File: src/rtl/cpu_ctrl_pkg.sv
// Shared definitions for the tiny two-register controller: widths, opcodes, FSM states.
package cpu_ctrl_pkg;

  localparam int REG_W = 3;
  localparam int PC_W  = 4;
  localparam int OP_W  = 4;
  localparam int INS_W = OP_W + REG_W;

  localparam logic [OP_W-1:0] OP_NOP  = 4'b0000;
  localparam logic [OP_W-1:0] OP_MOVA = 4'b0001;
  localparam logic [OP_W-1:0] OP_MOVB = 4'b0010;
  localparam logic [OP_W-1:0] OP_AND  = 4'b0111;
  localparam logic [OP_W-1:0] OP_HLT  = 4'b1111;

  typedef enum logic [1:0] {
    S_IDLE,
    S_FETCH,
    S_EXEC,
    S_HALT
  } state_t;

endpackage

File: src/rtl/cpu_ctrl_if.sv
// Instruction-memory handshake plus the operand/result bus to the combinational execution units.
interface cpu_ctrl_if;
  import cpu_ctrl_pkg::*;

  logic             imem_req;
  logic [PC_W-1:0]  imem_addr;
  logic             imem_ack;
  logic [INS_W-1:0] imem_data;
  logic [OP_W-1:0]  kop;
  logic [REG_W-1:0] ax;
  logic [REG_W-1:0] bx;
  logic [REG_W-1:0] axx;
  logic [REG_W-1:0] bxx;

  modport master (
    output imem_req, imem_addr, kop, ax, bx,
    input  imem_ack, imem_data, axx, bxx
  );

  modport slave (
    input  imem_req, imem_addr, kop, ax, bx,
    output imem_ack, imem_data, axx, bxx
  );

endinterface

File: src/rtl/cpu_ctrl_decode.sv
// Opcode decode: which register update an EXEC cycle performs, or whether it halts.
module cpu_decode
  import cpu_ctrl_pkg::*;
(
  input  logic [OP_W-1:0] opcode,
  output logic            ld_ax_imm,
  output logic            ld_bx_imm,
  output logic            wb_ext,
  output logic            halt
);

  // Anything not explicitly known is handed to the external units for writeback.
  always_comb begin
    ld_ax_imm = 1'b0;
    ld_bx_imm = 1'b0;
    wb_ext    = 1'b0;
    halt      = 1'b0;
    case (opcode)
      OP_NOP:  ;
      OP_MOVA: ld_ax_imm = 1'b1;
      OP_MOVB: ld_bx_imm = 1'b1;
      OP_HLT:  halt      = 1'b1;
      default: wb_ext    = 1'b1;
    endcase
  end

endmodule

File: src/rtl/cpu_ctrl.sv
// Fetch/execute controller: FSM, program counter, instruction register and the AX/BX registers.
module cpu_ctrl
  import cpu_ctrl_pkg::*;
(
  input  logic            clk,
  input  logic            rst,
  input  logic            start,
  cpu_ctrl_if.master      bus,
  output logic [PC_W-1:0] pc,
  output logic            busy,
  output logic            halted
);

  state_t           state;
  logic [INS_W-1:0] ir;
  logic [REG_W-1:0] ax;
  logic [REG_W-1:0] bx;
  logic             req;
  logic [OP_W-1:0]  kop;
  logic             ld_ax_imm;
  logic             ld_bx_imm;
  logic             wb_ext;
  logic             halt;

  cpu_decode u_decode (
    .opcode    (ir[INS_W-1:REG_W]),
    .ld_ax_imm (ld_ax_imm),
    .ld_bx_imm (ld_bx_imm),
    .wb_ext    (wb_ext),
    .halt      (halt)
  );

  assign bus.imem_req  = req;
  assign bus.imem_addr = pc;
  assign bus.kop       = kop;
  assign bus.ax        = ax;
  assign bus.bx        = bx;

  // Outputs are registered and set on entry to each state, so kop is non-zero only during EXEC.
  always_ff @(posedge clk or posedge rst) begin
    if (rst) begin
      state  <= S_IDLE;
      pc     <= '0;
      ir     <= '0;
      ax     <= '0;
      bx     <= '0;
      req    <= 1'b0;
      kop    <= '0;
      busy   <= 1'b0;
      halted <= 1'b0;
    end else begin
      case (state)
        S_IDLE: begin
          if (start) begin
            state <= S_FETCH;
            req   <= 1'b1;
            busy  <= 1'b1;
          end
        end
        S_FETCH: begin
          if (bus.imem_ack) begin
            ir    <= bus.imem_data;
            pc    <= pc + PC_W'(1);
            kop   <= bus.imem_data[INS_W-1:REG_W];
            req   <= 1'b0;
            state <= S_EXEC;
          end
        end
        S_EXEC: begin
          kop <= '0;
          if (ld_ax_imm) ax <= ir[REG_W-1:0];
          if (ld_bx_imm) bx <= ir[REG_W-1:0];
          if (wb_ext) begin
            ax <= bus.axx;
            bx <= bus.bxx;
          end
          if (halt) begin
            state  <= S_HALT;
            busy   <= 1'b0;
            halted <= 1'b1;
          end else begin
            state <= S_FETCH;
            req   <= 1'b1;
          end
        end
        S_HALT: begin
          if (start) begin
            pc     <= '0;
            state  <= S_FETCH;
            req    <= 1'b1;
            busy   <= 1'b1;
            halted <= 1'b0;
          end
        end
        default: state <= S_IDLE;
      endcase
    end
  end

endmodule

File: src/flat_wrapper.sv
// flat-port wrapper written by rule: the top's interface ports become plain ports
module cpu_ctrl_flat import cpu_ctrl_pkg::*;
  (clk, rst, start, pc, busy, halted, bus_imem_req, bus_imem_addr, bus_kop, bus_ax, bus_bx, bus_imem_ack, bus_imem_data, bus_axx, bus_bxx);
  cpu_ctrl_if bus_i ();
  input  logic clk;
  input  logic rst;
  input  logic start;
  output logic [PC_W-1:0] pc;
  output logic busy;
  output logic halted;
  output wire logic [$bits(bus_i.imem_req)-1:0] bus_imem_req;
  output wire logic [$bits(bus_i.imem_addr)-1:0] bus_imem_addr;
  output wire logic [$bits(bus_i.kop)-1:0] bus_kop;
  output wire logic [$bits(bus_i.ax)-1:0] bus_ax;
  output wire logic [$bits(bus_i.bx)-1:0] bus_bx;
  input wire logic [$bits(bus_i.imem_ack)-1:0] bus_imem_ack;
  input wire logic [$bits(bus_i.imem_data)-1:0] bus_imem_data;
  input wire logic [$bits(bus_i.axx)-1:0] bus_axx;
  input wire logic [$bits(bus_i.bxx)-1:0] bus_bxx;
  assign bus_imem_req = bus_i.imem_req;
  assign bus_imem_addr = bus_i.imem_addr;
  assign bus_kop = bus_i.kop;
  assign bus_ax = bus_i.ax;
  assign bus_bx = bus_i.bx;
  assign bus_i.imem_ack = bus_imem_ack;
  assign bus_i.imem_data = bus_imem_data;
  assign bus_i.axx = bus_axx;
  assign bus_i.bxx = bus_bxx;
  cpu_ctrl u_core (.clk(clk), .rst(rst), .start(start), .bus(bus_i), .pc(pc), .busy(busy), .halted(halted));
endmodule
File: config.mk
export PLATFORM = sky130hd
export DESIGN_NAME = cpu_ctrl_flat
export DESIGN_NICKNAME = d
export VERILOG_FILES = /design/src/rtl/cpu_ctrl_pkg.sv /design/src/rtl/cpu_ctrl_if.sv /design/src/rtl/cpu_ctrl_decode.sv /design/src/rtl/cpu_ctrl.sv /design/src/flat_wrapper.sv
export SDC_FILE = /design/constraint.sdc
export NUM_CORES = 1
export LEC_CHECK = 0
export CORE_MARGIN = 4
export CORE_UTILIZATION = 47
export CTS_CLUSTER_SIZE = 20
export DETAILED_ROUTE_END_ITERATION = 7
export GPL_TIMING_DRIVEN = 0
export HOLD_SLACK_MARGIN = 0.02
export PLACE_DENSITY_LB_ADDON = 0.12
export SKIP_CTS_REPAIR_TIMING = 1
export SLEW_MARGIN = 20
export SYNTH_ARGS = -nofsm -noshare
export SYNTH_HDL_FRONTEND = slang
export SYNTH_HIERARCHICAL = 1
export SYNTH_SLANG_ARGS = --single-unit
File: constraint.sdc
create_clock -name clk -period 1.7 [get_ports clk]
set_input_delay 0.425 -clock clk [delete_from_list [all_inputs] [get_ports clk]]
set_output_delay 0.425 -clock clk [all_outputs]
set_load 0.02 [all_outputs]
==> impl_metrics.yaml <==
critical_path:
  endpoint_kind: "flip-flop"
  critPathRequiredTime_ns: 1.96
  regToRegEndpoint: "u_core/bus.imem_addr[3]"
  cp.buffers_inverters: 1
  worstSetupStartpointType: "flip-flop"
  reg2reg_slack_ns: 0.14
  r2r_start: "u_core/state[0]"
  max_stage_delay_ns: 0.50
  r2r_cells: 4
  cp_slowest_cell: "or4_1"
  path_max_fanout: 9
  critPathKind: "reg2reg"
  path_cells: "ha_1 -> buf_6 -> or4_1 -> o211ai_1"
  critPathArrivalTime_ns: 1.83
  cp_top_family: "simple AND/OR/NAND/NOR gates"
global_routing:
  grt_pass1_vias: 1153
  overflow: 0
  grt.total_usage: 0.170
  antenna_found_initial: 0
  grt_max_degree: 27
  grt_pass1_wl_mm: 5.42
clock_network:
  insertion_delay_ns: 0.34
  cts_max_level: 1
  clkSinkCount: 26
  clockBufferDepth: 2
  cts_root_buf: "clkbuf_4"
  cts_made_buffers: 3
  clk_pin_slew_ns: 0.15
  cts_tree: "yes"
floorplanning:
  core_um2: 2810
  die-area_um2: 3930
  die_w_um: 62.7
  start_util: 0.501
  ios: 38
  rows: 19
  die_h_um: 62.7
sta:
  worst_pin_slew_ns: 0.920
  maxSlewHeadroom: 0.383
  hold_ws_ns: 0.461
  min_period_ns: 1.56
  finalCritPeriodShare: 0.920
  setup_ws_ns: 0.136
  rsz0062_at_grt: "false"
  setup_violations: 0
  final_max_slew_viol_count: 0
  hold_viol_final: 0
  fmax_ghz: 0.639
  finalSetupTns_ns: 0
  final.setup_skew_ns: 0.00362
logic_synthesis:
  synth.area.top_cells: "dfrtp_1 46%, mux2_2 5.6%, ha_1 5.3%"
  synth_top_area_share: 0.463
  ys_types: 34
  synth_top_area_cell: "dfrtp_1"
  synth_area_per_cell_um2: 9.97
  syn_inst: 141
  syn_area_um2: 1410
  ys_seq_area_frac: 0.463
  ys_warn_count: 6
  ys_ff_latch: 26
  syn-num-nets: 164
place:
  place_area_um2: 1820
  port_buffers: 37
  place_hpwl_mm: 2.37
  pre_cts_slack_ns: -0.0944
  place_congestion: 0.756
drt:
  drt-wirelength-per-cell_um: 15.1
  viasPerCell: 5.56
  drtIter0Drc: 42
  vias: 1195
  antenna_left: 0
  drt_wl_total_mm: 3.24
  dr.pass1.iters: 4
  drcViolationCount: 0
final_layout:
  drive_gt1_frac: 0.185
  multi_input_area_um2: 681
  fillCellCount: 231
  seqCellArea_um2: 654
  insertedDiodeCount: 0
  syn_to_final_growth_pct: 38.9
  fin_area_um2: 1950
  final_util: 0.696
  finalNetCount: 208
status:
  status: "finished, final reports clean"
hold_path:
  hold_path_class: "in2async"
job:
  maxCapViolations: 0
pwr:
  power_density_nw_per_um2: 1780
  leakagePower_nw: 1.11
  ir_worst_vdd_uv: 1110
-- metal layers --
| layer | GRT usage | vias to the layer above | share of wire |
|---|---|---|---|
| li1 | - | 590 | - |
| met1 | 0.234 | 562 | 0.47 |
| met2 | 0.265 | 38 | 0.46 |
| met3 | 0.0324 | 5 | 0.050 |
| met4 | 0.0661 | 0 | 0.019 |
| met5 | 0 | - | 0 |
-- final cells by class --
type,instances,area share
Tap cell,31,0.0199
Inverter,6,0.0115
Multi-Input combinational cell,98,0.348
Clock inverter,1,0.0154
Sequential cell,26,0.335
Buffer,11,0.0365
Timing Repair Buffer,39,0.222
Clock buffer,3,0.0115
-- Yosys cell counts --
| master | number |
|---|---|
| mux2_2 | 7 |
| and3_1 | 4 |
| buf_6 | 1 |
| or4_1 | 1 |
| nand3b_1 | 5 |
| nor2b_1 | 4 |
| nor4b_1 | 2 |
| nand2b_1 | 1 |
| o311ai_0 | 1 |
| or2_1 | 1 |
| dfrtp_1 | 26 |
| a21oi_1 | 12 |
| clkbuf_2 | 1 |
| nor2_1 | 3 |
| o211ai_1 | 1 |
| o22a_1 | 1 |
| o2bb2ai_1 | 3 |
| and4bb_2 | 1 |
| clkbuf_1 | 1 |
| buf_2 | 4 |
| a211oi_1 | 1 |
| nand4b_1 | 1 |
| and4_4 | 1 |
| o21ai_0 | 12 |
| o32a_1 | 1 |
| buf_4 | 4 |
| nand3_1 | 3 |
| inv_1 | 6 |
| o22ai_1 | 4 |
| nor3b_1 | 1 |
| nand2_1 | 16 |
| ha_1 | 6 |
| and3b_1 | 1 |
| a22o_1 | 4 |
-- kinds of logic after synthesis --
group                    Yosys count  synth area share
flip-flops                        26             0.463
AND/OR/NAND/NOR                   45             0.185
multiplexers                       7            0.0561
AO/OA/AOI/OAI                     40             0.177
adder cells (fa/ha/maj)            6            0.0534
buffers and inverters             17            0.0658
-- per-stage QoR --
step | cells | power (mW)
6_report | 215 | 3.47
5_1_grt | 215 | 3.74
4_1_cts | 213 | 3.46
3_5_place_dp | 209 | 3.03
3_3_place_gp | 209 | 2.94
2_1_floorplan | 141 | 2.34
-- where the power goes --
| group | total (mW) | switching, mW | internal (mW) |
|---|---|---|---|
| clock network | 0.437 | 0.198 | 0.239 |
| logic | 1.87 | 0.946 | 0.925 |
| registers | 1.17 | 0.264 | 0.902 |
| total | 3.47 | 1.41 | 2.07 |
-- worst max-delay path by stage --
stage	startpoint	end	slack, ns	cells after the start
after floorplan	u_core/ir[4]	u_core/bus.ax[2]	0.21	3
after global routing	u_core/state[1]	u_core/bus.imem_addr[1]	0.02	6
after detailed placement	bus_imem_ack	u_core/ir[2]	-0.09	4
after global placement	bus_imem_ack	u_core/ir[0]	-0.05	4
after CTS	u_core/bus.imem_addr[0]	pc[0]	-0.27	2
final	u_core/state[0]	u_core/bus.imem_addr[3]	0.14	4
-- cell usage in the layout (no fill, tap or decap), types with 3 or more instances in the layout --
cell type        Yosys  routed
a21oi_1             12      12
a22o_1               4       4
and3_1               4       4
buf_2                4       4
buf_4                4       7
clkbuf_4             0       3
clkdlybuf4s50_1      0      16
dfrtp_1             26      23
dfrtp_2              0       3
dlymetal6s2s_1       0      20
ha_1                 6       6
inv_1                6       5
mux2_2               7       7
nand2_1             16      15
nand3_1              3       3
nand3b_1             5       5
nor2_1               3       3
nor2b_1              4       3
o21ai_0             12      12
o22ai_1              4       4
o2bb2ai_1            3       3
-- state kept, by name, indices dropped and copies added (netlist names) --
register	cells
u_core/ir	7
u_core/bus.imem_addr	4
u_core/bus.kop	4
u_core/bus.ax	3
u_core/bus.bx	3
u_core/state	2
u_core/bus.imem_req	1
u_core/busy	1
u_core/halted	1
(Power assumes the default switching activity.)
==> variant 1: new RTL, config.mk and constraints unchanged <==
`REG_W`: 3 -> 4.
--- a/src/rtl/cpu_ctrl_pkg.sv
+++ b/src/rtl/cpu_ctrl_pkg.sv
@@ -2,5 +2,5 @@
 package cpu_ctrl_pkg;
 
-  localparam int REG_W = 3;
+  localparam int REG_W = 4;
   localparam int PC_W  = 4;
   localparam int OP_W  = 4;
Ports: changed (5 resized); port bits go from 38 to 43. No check against the original RTL was run, so the function may have changed too.
==> variant 1 against the unedited design <==
  * Largest power group unchanged
  * Worst setup slack got worse by 0.035 ns
  * Synthesized area rose by 7.5%
  * Total power rose by 8.0%
  * Clock skew barely moved
  * Sequential share of layout area rose by 0.87 points
  * Design area rose by 8.5%
  * Sequential cell count rose by 3
  * Count of clock-buffer cells in the layout rose by 2
  * First-iteration DRC count rose by 48%
  * Via count rose by 11%
  * Core utilization fell by 0.24 points
  * Routed wire length rose by 15%
==> variant 1: results (changes against the unedited design) <==
vias=1326 (+11%); GP Congestion=0.7498 (-0.77%); CTS clk-pin slew, worst paths=0.08 ns (-0.07 ns); Syn Area/Cell=10.50 sq um (+5.2%); largest net degree at the start of global routing=30 (+11%); GR Util met3=6.412% (+3.2 points); clk_lat worst skew=0.32 ns (-0.02 ns); switching power=1.573 mW (+12%); post-synthesis adder-cell area fraction=4.967% (-0.37 points); Final Hold Slack=0.4955 ns (+0.03463 ns); Comb group=2.07 mW (+11%); DP Area=1987 sq um (+9.4%); Worst IR Drop VDD=0.8533 mV (-23%); Synth top cells by count=dfrtp_1, a21oi_1, nand2_1, a22o_1; share of cells above drive strength 1=16.06% (-2.4 points); first-pass GRT wire length=6023 um (+11%); crit-path max cell delay=0.43 ns (-0.07 ns); critical path's slowest cell=dfrtp_1; status=completed; met2 wire length=1931 um (+29%); fraction of synthesized area in multiplexers=5.960% (+0.36 points); compound-gate portion of the synthesized area=20.45% (+2.7 points); CTS buffer count=5 (+2); initial DRC count=62 (+48%); met2 Use GR=32.82% (+6.3 points); vias per inst=5.595 (+0.66%); # fillers=260 (+13%); pre-CTS setup slack=-0.1384 ns (-0.04398 ns); gr usage total=18.77% (+1.8 points); flop2flop setup slack=0.10 ns (-0.03 ns); HPWL after DPL=2788 um (+18%); Syn Nets=170 (+3.7%); relative slew slack=59.17% (+21 points); r2r worst-path depth=6 (+2); Leak=1.210 nW (+8.6%); Metal-1 WL=1498 um (-0.86%); IO Port Bufs=42 (+14%); layout net count=220 (+5.8%); GR Util met1=21.09% (-2.3 points); Met3 Routed Length=217 um (+33%); Placed Cells=230 (+10%); Setup Skew=0.003227 ns (-0.0003930 ns)
variant 1: changes by cell type after synthesis, moves of 4 or more:
cell,change
a22o_1,+6
nand2_1,-5
nand3b_1,-4
o21ai_0,-8
o21ai_1,+6
variant 1: kinds of logic (layout without fill, tap and decap cells):
group                      count (synthesis)  after routing
adders and majority gates                  6              6
buffers and inverters                     17             66
AOI/OAI and AO/OA                         47             47
DFF                                       29             29
and+or+nand+nor                           37             37
muxes                                      8              8
variant 1: worst max path at each step:
stage | startpoint | cells after the start | to | slack, ns
final | u_core/state[1]$_DFFE_PP0P_ | 6 | u_core/bus.imem_addr[3]$_DFFE_PP0P_ | 0.10
after CTS | u_core/bus.imem_addr[0]$_DFFE_PP0P_ | 2 | pc[0] | -0.27
after detailed placement | u_core/ir[4]$_DFFE_PP0P_ | 4 | u_core/bus.bx[0]$_DFFE_PP0P_ | -0.14
after global routing | u_core/state[1]$_DFFE_PP0P_ | 6 | u_core/bus.imem_addr[3]$_DFFE_PP0P_ | 0.001
after floorplan | u_core/ir[4]$_DFFE_PP0P_ | 4 | u_core/bus.bx[0]$_DFFE_PP0P_ | 0.18
after global placement | u_core/ir[4]$_DFFE_PP0P_ | 4 | u_core/bus.bx[2]$_DFFE_PP0P_ | -0.07
variant 1: cell type report:
| cell class | instances | area (sq um) | area share, % |
|---|---|---|---|
| repair buffers | 43 | 485.5 | 22.92 |
| flip-flops and latches | 29 | 728.2 | 34.38 |
| well taps | 44 | 55.05 | 2.599 |
| clock buffers | 5 | 37.54 | 1.772 |
| inverters | 6 | 22.52 | 1.063 |
| plain buffers | 11 | 75.07 | 3.544 |
| clock inverters | 1 | 5.005 | 0.2363 |
| multi-input cells | 98 | 709.4 | 33.49 |
==> variant 2: new RTL, same flow settings <==
Made on the original files. Make the reset (`rst`) synchronous in one clocked block.
--- a/src/rtl/cpu_ctrl.sv
+++ b/src/rtl/cpu_ctrl.sv
@@ -38,5 +38,5 @@
 
   // Outputs are registered and set on entry to each state, so kop is non-zero only during EXEC.
-  always_ff @(posedge clk or posedge rst) begin
+  always_ff @(posedge clk) begin
     if (rst) begin
       state  <= S_IDLE;
Behaviour: differs if rst is asserted again (counterexample within 4 cycles, from zero or initial values and one cycle with rst high); with rst held inactive, the same outputs for 10 cycles.
==> variant 2 against the unedited design <==
  * Sequential cell count did not move
  * Via count rose by 5.1%
  * Worst setup slack got worse by 0.021 ns
  * First-iteration DRC count fell by 14%
  * Sequential share of layout area fell by 4.1 points
  * Synthesized area fell by 7.6%
  * Routed wire length fell by 2.3%
  * Hold slack got worse by 0.020 ns
  * Core utilization fell by 0.13 points
  * Design area fell by 8.6%
  * Count of clock-buffer cells in the layout rose by 1
  * Critical endpoint is now u_core/bus.ax[0]$_SDFFE_PP0P_
  * Largest cell class unchanged
Power is not compared: it rests on default switching activity, and its combinational part moved more than twofold at a synthesized area within 25%.
==> variant 2: results (changes against the unedited design) <==
status=completed; tap cells=30 (-3.2%); share of cells above drive strength 1=12.95% (-5.5 points); fraction of synthesized area in multiplexers=0.7700% (-4.8 points); worst min path class=in -> reg; initial DRC count=36 (-14%); vias in the first global route=1160 (+0.61%); GP Congestion=0.7739 (+2.4%); # fillers=227 (-1.7%); CTS clk-pin slew, worst paths=0.15 ns (about the same); DP Area=1688 sq um (-7.0%); R2R Path Start=u_core/ir[6]$_SDFFE_PP0P_; IO Port Bufs=35 (-5.4%); Seq/Total Area, Yosys=40.04% (-6.2 points); post-synthesis adder-cell area fraction=5.775% (+0.44 points); WL/cell=14.18 um (-5.8%); Post-Route WL=3163 um (-2.3%); library cells used by synthesis=36 (+5.9%); multi-input gates=110 (+12%); design area=1784 sq um (-8.6%); first-pass GRT wire length=5030 um (-7.1%); HPWL after DPL=2321 um (-2.1%); Setup Skew=0.01836 ns (+0.01474 ns); switching power=approximately 0.5 mW; # clk buffers=4 (+1); CP Data Arrival Time=1.80 ns (-0.03 ns); CTS Buffer Depth=2 (unchanged); relative slew slack=65.31% (+27 points); Synth top cells by count=dfxtp_1, a21oi_1, nand2_1, nor2_1, nand3_1; Syn Nets=177 (+7.9%); top cells by area, synth=dfxtp_1, a21oi_1, ha_1; inverter count=5 (-1); Placed Cells=219 (+4.8%); pre-CTS setup slack=0.05235 ns (+0.1468 ns); buffers outside the clock class=48 (-4.0%); Clock Network Area Fraction=2.034% (-0.66 points); buffering overhead=27.21% (+1.4 points); Seq area share=29.38% (-4.1 points); fraction of area in multi-input gates=38.22% (+3.4 points); Syn Area/Cell=8.442 sq um (-15%); Yosys warning count=6 (unchanged); Critical Path Fanout Max=10 (+1); compound-gate portion of the synthesized area=22.91% (+5.2 points); FFs w/ async S/R, synth=0% (-100 points)
-- variant 2: path summary, 6_finish.rpt --
kind / slack [ns] / to / cells past startpoint
worst max-delay path: 0.11 / u_core/bus.ax[0]$_SDFFE_PP0P_ / 5
worst min-delay path: 0.44 / u_core/bus.bx[0]$_SDFFE_PP0P_ / 2
worst max register to register: 0.11 / u_core/bus.ax[0]$_SDFFE_PP0P_ / 5
worst min register to register: 0.46 / u_core/ir[2]$_SDFFE_PP0P_ / 2
-- variant 2: routing by layer --
metal  routed length (um)  vias to the layer above  GRT usage [%]
met5                    0                        -              0
li1                     -                      626              -
met2                 1619                       34          30.69
met1                 1327                      592          21.92
met4                   38                        0          6.192
met3                  178                        4          4.681
-- variant 2: worst max-delay path: stages (launching register included) --
cell and delay [ns]:
dfxtp_1 0.43, and4_4 0.28, nor2_1 0.06, clkbuf_4 0.19
o21a_2 0.27, a211oi_1 0.26
